### src/rtl/riscv_core_mem_arbiter_pkg.sv
// Shared types and constants for the core memory arbiter: vc memory message
// sizing, arbiter port identifiers and the reset priority.
`ifndef VC_MEM_REQ_MSG_SZ
`define VC_MEM_REQ_MSG_SZ(a_, d_) (1 + (a_) + $clog2((d_) / 8) + (d_))
`endif
`ifndef VC_MEM_RESP_MSG_SZ
`define VC_MEM_RESP_MSG_SZ(d_) (1 + $clog2((d_) / 8) + (d_))
`endif

package riscv_core_mem_arbiter_pkg;

    localparam logic ARB_PORT_IMEM  = 1'b0;
    localparam logic ARB_PORT_DMEM  = 1'b1;
    // Data port wins the first tie after reset.
    localparam logic ARB_RESET_PRIO = ARB_PORT_DMEM;

    // Request message: {type, addr, len, data}; len encodes bytes in a word.
    function automatic int vc_mem_req_msg_sz(input int addr_sz, input int data_sz);
        return 1 + addr_sz + $clog2(data_sz / 8) + data_sz;
    endfunction

    // Response message: {type, len, data}.
    function automatic int vc_mem_resp_msg_sz(input int data_sz);
        return 1 + $clog2(data_sz / 8) + data_sz;
    endfunction

endpackage

### src/rtl/riscv_core_mem_arbiter_order_queue.sv
// In-order queue of 1-bit source port IDs for outstanding memory requests.
// Latency: head visible combinationally; push/pop take effect at the next edge.
// Backpressure: pushes while full and pops while empty are ignored.
module riscv_core_mem_arbiter_order_queue
    import riscv_core_mem_arbiter_pkg::*;
#(
    parameter int p_depth = 4
) (
    input  logic                       clk,
    input  logic                       reset,
    input  logic                       push_vld,
    input  logic                       push_dat,
    input  logic                       pop_vld,
    output logic                       head_dat,
    output logic                       full,
    output logic                       empty,
    output logic [$clog2(p_depth):0]   count
);

    localparam int c_ptr_sz = $clog2(p_depth);

    logic [p_depth-1:0]  slots;
    logic [c_ptr_sz-1:0] wr_ptr;
    logic [c_ptr_sz-1:0] rd_ptr;
    logic [c_ptr_sz:0]   cnt;
    logic                do_push;
    logic                do_pop;

    assign full     = (cnt == (c_ptr_sz + 1)'(p_depth));
    assign empty    = (cnt == '0);
    assign count    = cnt;
    assign head_dat = slots[rd_ptr];
    assign do_push  = push_vld & ~full;
    assign do_pop   = pop_vld & ~empty;

    // Depth is a power of two, so pointers wrap by natural overflow.
    always_ff @(posedge clk) begin
        if (reset) begin
            wr_ptr <= '0;
            rd_ptr <= '0;
            cnt    <= '0;
        end else begin
            if (do_push) begin
                slots[wr_ptr] <= push_dat;
                wr_ptr        <= wr_ptr + 1'b1;
            end
            if (do_pop) begin
                rd_ptr <= rd_ptr + 1'b1;
            end
            case ({do_push, do_pop})
                2'b10:   cnt <= cnt + 1'b1;
                2'b01:   cnt <= cnt - 1'b1;
                default: cnt <= cnt;
            endcase
        end
    end

endmodule

### src/rtl/riscv_core_mem_arbiter.sv
// Two-port round-robin arbiter onto a single memory port with in-order response routing.
// Latency: zero added cycles on requests and responses (combinational grant and routing).
// Backpressure: requests stall when memory is not ready or p_max_outstanding requests are in flight.
module riscv_core_mem_arbiter
    import riscv_core_mem_arbiter_pkg::*;
#(
    parameter int p_max_outstanding = 4,
    parameter int p_addr_sz         = 32,
    parameter int p_data_sz         = 32,
    localparam int c_req_sz         = vc_mem_req_msg_sz(p_addr_sz, p_data_sz),
    localparam int c_resp_sz        = vc_mem_resp_msg_sz(p_data_sz),
    localparam int c_cnt_sz         = $clog2(p_max_outstanding) + 1
) (
    input  logic                 clk,
    input  logic                 reset,

    input  logic [c_req_sz-1:0]  req0_msg,
    input  logic                 req0_val,
    output logic                 req0_rdy,
    output logic [c_resp_sz-1:0] resp0_msg,
    output logic                 resp0_val,

    input  logic [c_req_sz-1:0]  req1_msg,
    input  logic                 req1_val,
    output logic                 req1_rdy,
    output logic [c_resp_sz-1:0] resp1_msg,
    output logic                 resp1_val,

    output logic [c_req_sz-1:0]  memreq_msg,
    output logic                 memreq_val,
    input  logic                 memreq_rdy,
    input  logic [c_resp_sz-1:0] memresp_msg,
    input  logic                 memresp_val,

    output logic [c_cnt_sz-1:0]  outstanding,
    output logic                 err_unexp_resp
);

    logic prio_q;
    logic prio_d;
    logic grant_vld;
    logic grant_port;
    logic full;
    logic empty;
    logic head_port;
    logic accept;
    logic resp_pop;
    logic err_q;

    always_comb begin
        grant_vld  = 1'b0;
        grant_port = ARB_PORT_DMEM;
        if (prio_q == ARB_PORT_DMEM) begin
            if (req1_val) begin
                grant_vld  = 1'b1;
                grant_port = ARB_PORT_DMEM;
            end else if (req0_val) begin
                grant_vld  = 1'b1;
                grant_port = ARB_PORT_IMEM;
            end
        end else begin
            if (req0_val) begin
                grant_vld  = 1'b1;
                grant_port = ARB_PORT_IMEM;
            end else if (req1_val) begin
                grant_vld  = 1'b1;
                grant_port = ARB_PORT_DMEM;
            end
        end
    end

    // Full is judged on registered state only, so a same-cycle response
    // never opens a combinational path back to the request side.
    assign memreq_val = (req0_val | req1_val) & ~full;
    assign memreq_msg = (grant_vld && grant_port == ARB_PORT_IMEM) ? req0_msg : req1_msg;
    assign req0_rdy   = grant_vld & (grant_port == ARB_PORT_IMEM) & memreq_rdy & ~full;
    assign req1_rdy   = grant_vld & (grant_port == ARB_PORT_DMEM) & memreq_rdy & ~full;
    assign accept     = memreq_val & memreq_rdy;

    always_comb begin
        prio_d = prio_q;
        if (accept) begin
            prio_d = ~grant_port;
        end
    end

    always_ff @(posedge clk) begin
        if (reset) begin
            prio_q <= ARB_RESET_PRIO;
        end else begin
            prio_q <= prio_d;
        end
    end

    riscv_core_mem_arbiter_order_queue #(
        .p_depth (p_max_outstanding)
    ) u_order_queue (
        .clk      (clk),
        .reset    (reset),
        .push_vld (accept),
        .push_dat (grant_port),
        .pop_vld  (resp_pop),
        .head_dat (head_port),
        .full     (full),
        .empty    (empty),
        .count    (outstanding)
    );

    assign resp_pop  = memresp_val & ~empty;
    assign resp0_val = resp_pop & (head_port == ARB_PORT_IMEM);
    assign resp1_val = resp_pop & (head_port == ARB_PORT_DMEM);
    assign resp0_msg = memresp_msg;
    assign resp1_msg = memresp_msg;

    always_ff @(posedge clk) begin
        if (reset) begin
            err_q <= 1'b0;
        end else if (memresp_val && empty) begin
            err_q <= 1'b1;
        end
    end

    assign err_unexp_resp = err_q;

endmodule

### config.mk
export PLATFORM = sky130hd
export DESIGN_NAME = riscv_core_mem_arbiter
export DESIGN_NICKNAME = d
export VERILOG_FILES = /design/src/rtl/riscv_core_mem_arbiter_pkg.sv /design/src/rtl/riscv_core_mem_arbiter_order_queue.sv /design/src/rtl/riscv_core_mem_arbiter.sv
export SDC_FILE = /design/constraint.sdc
export NUM_CORES = 1
export LEC_CHECK = 0
export BUFFER_PORTS_ARGS = -buffer_cell sky130_fd_sc_hd__buf_2
export CAP_MARGIN = 20
export CORE_AREA = 2 2 125 127
export DETAILED_ROUTE_END_ITERATION = 8
export DIE_AREA = 0 0 127 129
export GPL_TIMING_DRIVEN = 0
export HOLD_SLACK_MARGIN = 0.02
export PLACE_DENSITY = 0.55
export SLEW_MARGIN = 5
export SYNTH_ARGS = -nofsm -noshare
export SYNTH_HDL_FRONTEND = slang
export SYNTH_SLANG_ARGS = --single-unit
### constraint.sdc
create_clock -name clk -period 5.65 [get_ports clk]
set_input_delay 1.13 -clock clk [delete_from_list [all_inputs] [get_ports clk]]
set_output_delay 1.13 -clock clk [all_outputs]
set_load 0.01 [all_outputs]
### Word level (Yosys, flattened, before mapping)

Cells that the tools add are included.

| operators by class | value |
|---|---|
| eq/ne operators | 3 |
| add/subtract/negate cells | 4 |
| $lt $le $gt $ge | 3 |
| reductions and logical operators | 6 |
| bitwise operators | 19 |
| multiplexer cells | 15 |

Operators with widths:

| operator | number |
|---|---|
| $mux W67 | 1 |
| $and A1 B1 Y1 | 13 |
| $mux W1 | 10 |
| $lt A2 B3 Y1 const B | 2 |
| $pmux W3 S2 | 1 |
| $not A1 Y1 | 5 |
| $add A2 B1 Y2 const B | 2 |
| $bwmux W4 | 1 |
| $add A3 B1 Y3 const B | 1 |
| $eq A3 B3 Y1 const B | 1 |
| $logic_and A1 B1 Y1 | 3 |
| $logic_not A3 Y1 | 1 |
| $sub A3 B1 Y3 const B | 1 |
| $bmux W1 S2 | 1 |
| $demux W1 S2 | 1 |
| $eq A2 B1 Y1 const B | 1 |
| $eq A2 B2 Y1 const B | 1 |
| $ge A2 B1 Y1 const B | 1 |
| $reduce_and A2 Y1 | 1 |
| $reduce_bool A2 Y1 | 1 |
| $or A1 B1 Y1 | 1 |

| storage, ports and cells | value |
|---|---|
| bits of input ports | 175 |
| bits in registers | 13 |
| logic and storage cells | 56 |
| output and inout port bits | 146 |

### Longest topological paths before layout

Gate-level depths: netlist of run 1.

| depth | value |
|---|---|
| word-level depth | 7 |
| gate-level depth with buffers | 8 |
| gate-level depth less buffers | 8 |

### By module

From an unflattened synthesis of run 1, not the netlist that was laid out.

| unflattened totals | value |
|---|---|
| cell total of the unflattened synthesis | 219 |
| area total of the unflattened synthesis | 2100.8 µm² |

Modules (own cells, without submodules):

| module | area an instance (µm²) | sequential area each (µm²) | times used | cells each |
|---|---|---|---|---|
| riscv_core_mem_arbiter | 1510.2 | 40.0 | 1 | 163 |
| riscv_core_mem_arbiter_order_queue | 590.6 | 260.2 | 1 | 56 |

### Worst setup path after synthesis of run 1

OpenSTA, ideal clock, no wires.

| timing path | value |
|---|---|
| path kind | input to output |
| start | input port req0_val |
| end | output port memreq_msg[32] |
| stages on the path | 6 |
| path slack | 2631 ps |
| arrival | 1889 ps |
| data required time | 4520 ps |
| path through | a21boi_2 inv_2 buf_2 buf_6 nand2_1 nand2_1 |

| on the way | value |
|---|---|
| cells in the longest elaborated chain, start to end | 6 |
| elaborated cells on any way between the ends | 10 |
| classes of those cells | 8 x mux; 1 x bitwise; 1 x reduce/logical |

Ends and longest elaborated chain:

| element | RTL line | RTL |
|---|---|---|
| start: declaration | riscv_core_mem_arbiter.sv:18 | `input logic req0_val,` |
| $mux W1 | riscv_core_mem_arbiter.sv:57, riscv_core_mem_arbiter.sv:62 |  |
| $mux W1 | riscv_core_mem_arbiter.sv:54 | `if (req1_val) begin` |
| $mux W1 | riscv_core_mem_arbiter.sv:53 | `if (prio_q == ARB_PORT_DMEM) begin` |
| $not A1 Y1 | riscv_core_mem_arbiter.sv:75 | `assign memreq_msg = (grant_vld && grant_port == ARB_PORT_IMEM) ? req0_msg : req1_msg;` |
| $logic_and A1 B1 Y1 * | riscv_core_mem_arbiter.sv:75 |  |
| $mux W67 * | riscv_core_mem_arbiter.sv:75 |  |
| end: declaration | riscv_core_mem_arbiter.sv:29 | `output logic [c_req_sz-1:0] memreq_msg,` |

Every way passes the cells marked *; elsewhere a longest branch is shown, timed or not.

### Worst setup path in the final report of run 1

| timing path | value |
|---|---|
| start | input port req0_val |
| end | output port memreq_msg[39] |

The elaborated chain is that of the path after synthesis.

==> summary.txt, run 1 <==
Status
  – Outcome: finished, final reports clean

Place
  – # port buffers: 285
  – Dpl cells: 827
  – HPWL after detailed placement: 7.72 mm
  – Placer Congestion: 0.775

Global route
  – First-pass GRT wire length: 12.4 mm
  – Gr usage total: 9.28%
  – Initial antenna violation count: 0
  – GRT Residual Overflow: 0
  – Pin count of the biggest net entering global routing: 14
  – Vias in the first global route: 2594

Die
  – Die area: 16400 um2
  – Starting density of the core: 13.7%
  – Rows: 45
  – DIE WIDTH: 127 um
  – Io pins: 321
  – Die height: 129 um
  – Core area: 15000 um2

Setup path
  – R2R Setup Slk: 3190 ps
  – Most numerous cell on the critical path: buf_2
  – WS Path Type: in -> out
  – Crit start category: input pin
  – Crit path arrival time: 2460 ps
  – Worst R2R End: u_order_queue.count[2]$_SDFFE_PP0P_
  – Setup crit end kind: primary output
  – Crit-path max FO: 10
  – Slowest stage delay, CP: 370 ps
  – Crit. Startpoint: req0_val
  – Worst r2r src: u_order_queue.count[2]$_SDFFE_PP0P_
  – CP Cell Sequence: buf_2 -> a21boi_2 -> inv_2 -> buf_2 -> buf_6 -> nand2_1 -> nand2_1 -> buf_2
  – CP max stage cell: a21boi_2
  – Critical Path End: memreq_msg[39]
  – WP data required: 4520 ps
  – Worst R2R Path Depth: 8

Synthesis
  – Yosys cell types: 29
  – Ys Warns: 0
  – Net Count, Synth: 535
  – Post-synth top area share: 37.0%
  – Register area share after synthesis: 14.7%
  – Yosys top cell by area: nand2_1
  – Avg Cell Area, Syn: 5.79 um2
  – Flops & latches, synth: 13
  – Post-Syn Area: 2050 um2
  – Post-Synthesis Cells: 354
  – Area contributors post-synth: nand2_1 37%, buf_4 26%, dfxtp_1 8.8%

STA
  – Final hold violations: 0
  – Final hold slack: 468 ps
  – RSZ-0062 raised after global routing: false
  – Total Negative Setup Slacks: 0 ps
  – Max-slew violations: 0
  – Final Setup Violations: 0
  – Setup Skew: 2.38 ps
  – Max Fclk: 278 MHz
  – Least-Margin Pin Slew: 547 ps
  – Slew HR: 63.2%
  – Min cycle time layout: 3590 ps
  – Tcrit/Tclk final: 63.6%

Routing
  – Routed wire length per instance: 10.7 um
  – Drt drc: 0
  – Via Count: 2999
  – Pre-antenna DRT Iters: 4
  – Routed wire length: 8.91 mm
  – Routed Antenna Nets: 0
  – Initial DRC Count: 115
  – Via density: 3.61

Min path
  – Hold crit path type: reg -> reg

Pwr
  – Worst vdd ir: 0.0911 mV
  – LEAKAGE: 2.41 nW
  – Total power: 0.690 mW
  – P per Cell Area: 182 nW/um2

Finish
  – Diode count: 0
  – Area Growth Syn to Fin: 85.0%
  – Nets: 825
  – Non-Filler Instances: 831
  – Layout cells sized above 1: 57.7%
  – Finished Core Util: 25.3%

CTS
  – Post CTS Setup Buffer Count: 0
  – CTS Hold Buffers Added: 0
  – Worst-skew pair later-pin latency: 240 ps
  – CTS clk-pin slew, worst paths: 50 ps
  – Longest Clk Path Bufs: 2
  – Post-cts sizing count: 0
  – Clock Sinks: 13
  – CTS tree: built
  – CTS Root Cell: clkbuf_16
  – CTS H-tree lvls: 1
  – TritonCTS Buffers: 3

Flow run
  – MaxCap Viol Count: 0
cells by family (layout without fill, tap and decap cells):
group / Yosys count / after routing / synth area share (%)
AND/OR/NAND/NOR: 224 / 224 / 43.3
buffers and inverters: 92 / 381 / 30.9
AO/OA/AOI/OAI: 14 / 14 / 4.34
flip-flops: 13 / 13 / 14.7
adder cells (fa/ha/maj): 6 / 6 / 4.03
XOR/XNOR: 4 / 4 / 1.71
multiplexers: 1 / 1 / 1.10
layout make-up:
class	instances	area, um2
fill	1714	11200
timing repair buffer	285	1430
multi-input combinational	249	1110
buffer	85	607
sequential	13	300
tap	188	235
clock buffer	4	78.8
inverter	7	26.3
cells in the final DEF (no fill, tap or decap):
cell type / count
buf_2: 290
nand2_1: 202
buf_4: 71
nor2_1: 10
dfxtp_1: 9
clkbuf_1: 8
inv_1: 6
a21oi_1: 5
ha_1: 5
nor3b_1: 4
o21ai_0: 4
xor2_1: 4
edfxtp_1: 4
clkbuf_16: 3
buf_6: 2
nand3_1: 2
o31ai_1: 1
a21boi_2: 1
inv_2: 1
or3b_1: 1
o21a_1: 1
nor3b_2: 1
mux4_2: 1
and2b_1: 1
nor3_2: 1
or3_1: 1
o311ai_0: 1
a211o_1: 1
nor3_1: 1
fa_1: 1
through the flow:
step                setup WS (ps)  cell area [um2]
finish                       2060             3790
global route                 1850             3790
CTS                          1920             3790
detailed placement           1930             3710
global placement             1930             3710
floorplan                    2630             2050
worst min path at each step:
stage          depth (start not counted)  slack [ps]                         from                           to
6_report                               2         470  err_unexp_resp$_SDFFE_PP0P_  err_unexp_resp$_SDFFE_PP0P_
5_1_grt                                1         510          prio_q$_SDFFE_PP1N_          prio_q$_SDFFE_PP1N_
4_1_cts                                2         460  err_unexp_resp$_SDFFE_PP0P_  err_unexp_resp$_SDFFE_PP0P_
3_5_place_dp                           2         450  err_unexp_resp$_SDFFE_PP0P_  err_unexp_resp$_SDFFE_PP0P_
3_3_place_gp                           2         450  err_unexp_resp$_SDFFE_PP0P_  err_unexp_resp$_SDFFE_PP0P_
2_1_floorplan                          1         460          prio_q$_SDFFE_PP1N_          prio_q$_SDFFE_PP1N_
sequential cells by signal, indices dropped and copies added, names as in the netlist:
register / cells
prio_q: 1
u_order_queue.rd_ptr: 2
err_unexp_resp: 1
u_order_queue.slots: 4
u_order_queue.wr_ptr: 2
u_order_queue.count: 3
worst max-delay path, delay by kind of cell:
family / cells / cell delay (ps)
AO/OA/AOI/OAI: 1 / 370
buffers and inverters: 5 / 830
AND/OR/NAND/NOR: 2 / 120
power breakdown:
part / switching (mW) / internal [mW] / leakage, nW
sequential: 0.0273 / 0.116 / 0.110
combinational: 0.209 / 0.200 / 2.26
clock: 0.0412 / 0.0954 / 0.0382
total: 0.278 / 0.412 / 2.41
cell usage after synthesis, drive strengths merged:
cell type	instances
or3	1
inv	7
buf	78
or3b	1
a211o	1
ha	5
clkbuf	7
dfxtp	9
nand3	2
o21a	1
o311ai	1
nor2	10
o21ai	4
a21boi	1
fa	1
mux4	1
a21oi	5
o31ai	1
nor3	2
edfxtp	4
xor2	4
nand2	202
nor3b	5
and2b	1
routing by layer:
metal | GRT usage [%] | vias up | part of all wire (%)
li1 | - | 1587 | -
met2 | 17.5 | 164 | 52
met4 | 1.55 | 0 | 0.54
met3 | 0.832 | 5 | 6.8
met5 | 0 | - | 0
met1 | 11.6 | 1243 | 40
No activity file was read; power rests on OpenSTA's default activity.
==> run 2, diff against run 1 <==
--- a/config.mk
+++ b/config.mk
@@ -5,6 +5,7 @@
 export SDC_FILE = /design/constraint.sdc
 export NUM_CORES = 1
 export LEC_CHECK = 0
+export ABC_AREA = 1
 export BUFFER_PORTS_ARGS = -buffer_cell sky130_fd_sc_hd__buf_2
 export CAP_MARGIN = 20
 export CORE_AREA = 2 2 125 127
==> constraint.sdc (replaced) <==
create_clock -name clk -period 3.5 [get_ports clk]
set_input_delay 0.7 -clock clk [delete_from_list [all_inputs] [get_ports clk]]
set_output_delay 0.7 -clock clk [all_outputs]
set_load 0.01 [all_outputs]
==> run 2 against run 1 <==
  * Synthesized area grew 0.18%
  * Setup slack lost 1300 ps
  * Die area is the same
  * Flip-flop and latch count is the same
  * Total power grew 57%
  * Largest cell class unchanged
  * Highest routed layer unchanged
==> summary.txt, run 2 <==
Place
  – Dpl ws: 731 ps
  – HPWL after detailed placement: 7.73 mm
  – # port buffers: 285
  – Placer Congestion: 0.766

STA
  – Max-slew violations: 0
  – Slew HR: 59.3%
  – Least-Margin Pin Slew: 610 ps
  – Fin worst setup slack: 766 ps
  – Final Setup Violations: 0
  – Min cycle time layout: 2730 ps
  – Max Fclk: 366 MHz
  – RSZ-0062 raised after global routing: false
  – Total Negative Setup Slacks: 0 ps
  – Tcrit/Tclk final: 78.1%
  – Final hold violations: 0
  – Setup Skew: 2.68 ps

Finish
  – Layout cells sized above 1: 54.5%
  – Commonest non-fill, non-tap cells in the layout: 289 x buf_2, 220 x nand2_1, 71 x buf_4, 21 x inv_1, 16 x nor2_1
  – Nets: 852
  – Area Growth Syn to Fin: 84.8%
  – Multi-input logic area: 1080 um2
  – Most common cell after layout, fill and taps aside: buf_2
  – Top reg by flops: u_order_queue.slots
  – Finished Core Util: 25.3%
  – FILL cells: 1735
  – Storage element area: 300 um2
  – Max FFs per register: 4
  – Diode count: 0

Setup path
  – WP data required: 2800 ps
  – WS Path Type: in -> out
  – Crit start category: input pin
  – Most numerous cell on the critical path: buf_2
  – Worst path bufs/invs: 5
  – Worst r2r src: u_order_queue.count[0]$_SDFFE_PP0P_
  – Crit path arrival time: 2030 ps
  – Worst R2R End: u_order_queue.count[2]$_SDFFE_PP0P_
  – CP Cell Sequence: buf_2 -> a21oi_4 -> inv_2 -> buf_2 -> buf_2 -> nand2_1 -> nand2_1 -> buf_2
  – Worst R2R Path Depth: 12
  – Slowest stage delay, CP: 360 ps
  – Setup crit end kind: primary output
  – Crit path max-delay family: buffers and inverters
  – Crit-path max FO: 10
  – CP max stage cell: a21oi_4
  – R2R Setup Slk: 1510 ps

Min path
  – Worst hold stages: 2
  – Hold path endpoint: err_unexp_resp$_SDFFE_PP0P_
  – Hold crit path type: reg -> reg
  – Hold path start: err_unexp_resp$_SDFFE_PP0P_

Synthesis
  – Ys Warns: 0
  – Flops & latches, synth: 13
  – Top-count cell post-synth: nand2_1
  – Register area share after synthesis: 14.6%
  – Async SR Flop Fraction: 0%
  – Yosys cell types: 16
  – Post-Syn Area: 2050 um2
  – Synth Flop Type: dfxtp_1
  – Number of enable flip-flop cells after synthesis: 4
  – List of most frequent post-synthesis cells: 220 x nand2_1, 71 x buf_4, 21 x inv_1, 16 x nor2_1
  – Post-synth top area share: 40.2%
  – Yosys top cell by area: nand2_1
  – Area contributors post-synth: nand2_1 40%, buf_4 26%, dfxtp_1 8.8%
  – Avg Cell Area, Syn: 5.39 um2
  – Net Count, Synth: 562
  – Post-Synthesis Cells: 381

CTS
  – CTS Hold Buffers Added: 0
  – Clock Sinks: 13
  – Longest Clk Path Bufs: 2
  – Worst-skew pair later-pin latency: 240 ps
  – TritonCTS Buffers: 3
  – CTS H-tree lvls: 1
  – Post-cts sizing count: 0
  – CTS clk-pin slew, worst paths: 50 ps
  – CTS Root Cell: clkbuf_16
  – CTS tree: built
  – Post CTS Setup Buffer Count: 0

Routing
  – Routed Antenna Nets: 0
  – Routed wire length: 8.78 mm
  – Via density: 3.58
  – Via Count: 3070
  – Initial DRC Count: 71
  – Drt drc: 0
  – Pre-antenna DRT Iters: 4
  – Routed wire length per instance: 10.2 um

Die
  – Die area: 16400 um2
  – Io pins: 321
  – Core area: 15000 um2
  – Rows: 45
  – Starting density of the core: 13.7%
  – Die height: 129 um
  – DIE WIDTH: 127 um

Pwr
  – LEAKAGE: 2.48 nW
  – Power share of the combinational group: 60.5%
  – Switching Share: 41.4%
  – Sw Pwr: 0.450 mW
  – P per Cell Area: 286 nW/um2
  – Sequential share of power: 19.7%
  – Worst vdd ir: 0.148 mV
  – Clk pwr share: 19.8%
  – Int Power: 0.635 mW

Flow run
  – MaxCap Viol Count: 0

Global route
  – Vias in the first global route: 2644
  – Pin count of the biggest net entering global routing: 14
  – Gr usage total: 9.09%
  – GRT Residual Overflow: 0
  – Initial antenna violation count: 0
  – First-pass GRT wire length: 12.2 mm

Status
  – Outcome: finished, final reports clean
[run 2: per-stage QoR]
stage	instances	cell area, um2	total power, mW	hold WS, ps
floorplan	381	2050	0.595	468
global placement	854	3710	0.880	435
detailed placement	854	3710	0.881	437
CTS	858	3790	1.10	444
global route	858	3790	1.19	484
finish	858	3790	1.09	442
[run 2: worst max path at each step]
| stage | to | slack, ps | depth (start not counted) | startpoint |
|---|---|---|---|---|
| detailed placement | memreq_msg[45] | 730 | 8 | req1_val |
| global route | memreq_msg[56] | 650 | 8 | req0_val |
| finish | memreq_msg[45] | 770 | 8 | req1_val |
| CTS | memreq_msg[45] | 730 | 8 | req1_val |
| global placement | memreq_msg[35] | 710 | 8 | req1_val |
| floorplan | memreq_msg[32] | 1370 | 7 | req0_val |
[run 2: cell type report]
| cell class | instances | area share [%] |
|---|---|---|
| well taps | 188 | 6.20 |
| inverters | 22 | 2.18 |
| repair buffers | 285 | 37.6 |
| clock buffers | 4 | 2.08 |
| flip-flops and latches | 13 | 7.92 |
| plain buffers | 84 | 15.5 |
| multi-input cells | 262 | 28.5 |
[run 2: worst reg2reg max path, delay by kind of cell, from the launching register on]
family | cells | cell delay [ps]
adders and majority gates | 2 | 600
DFF | 1 | 340
buffers and inverters | 2 | 120
and+or+nand+nor | 8 | 820
[run 2: cell families (layout without fill, tap and decap cells)]
group / Yosys count / count (layout) / synth area share (%)
AOI/OAI and AO/OA: 12 / 12 / 3.60
adders and majority gates: 6 / 6 / 4.02
buffers and inverters: 106 / 395 / 32.6
DFF: 13 / 13 / 14.6
and+or+nand+nor: 244 / 244 / 45.1
[run 2: power by group through the flow]
| stage | clock (mW) | sequential (mW) | combinational, mW |
|---|---|---|---|
| after CTS | 0.219 | 0.214 | 0.667 |
| after floorplan | 0 | 0.220 | 0.375 |
| final | 0.215 | 0.214 | 0.657 |
| after global routing | 0.226 | 0.221 | 0.740 |
| after global placement | 0 | 0.217 | 0.663 |
| after detailed placement | 0 | 0.218 | 0.664 |
[run 2: layer usage]
layer  global-route usage [%]  wire length [um]  vias up
met1                     10.1              3230     1262
met2                     18.9              4870      160
met5                        0                 0        -
li1                         -                 -     1646
met4                     1.16                27        0
met3                    0.873               660        2
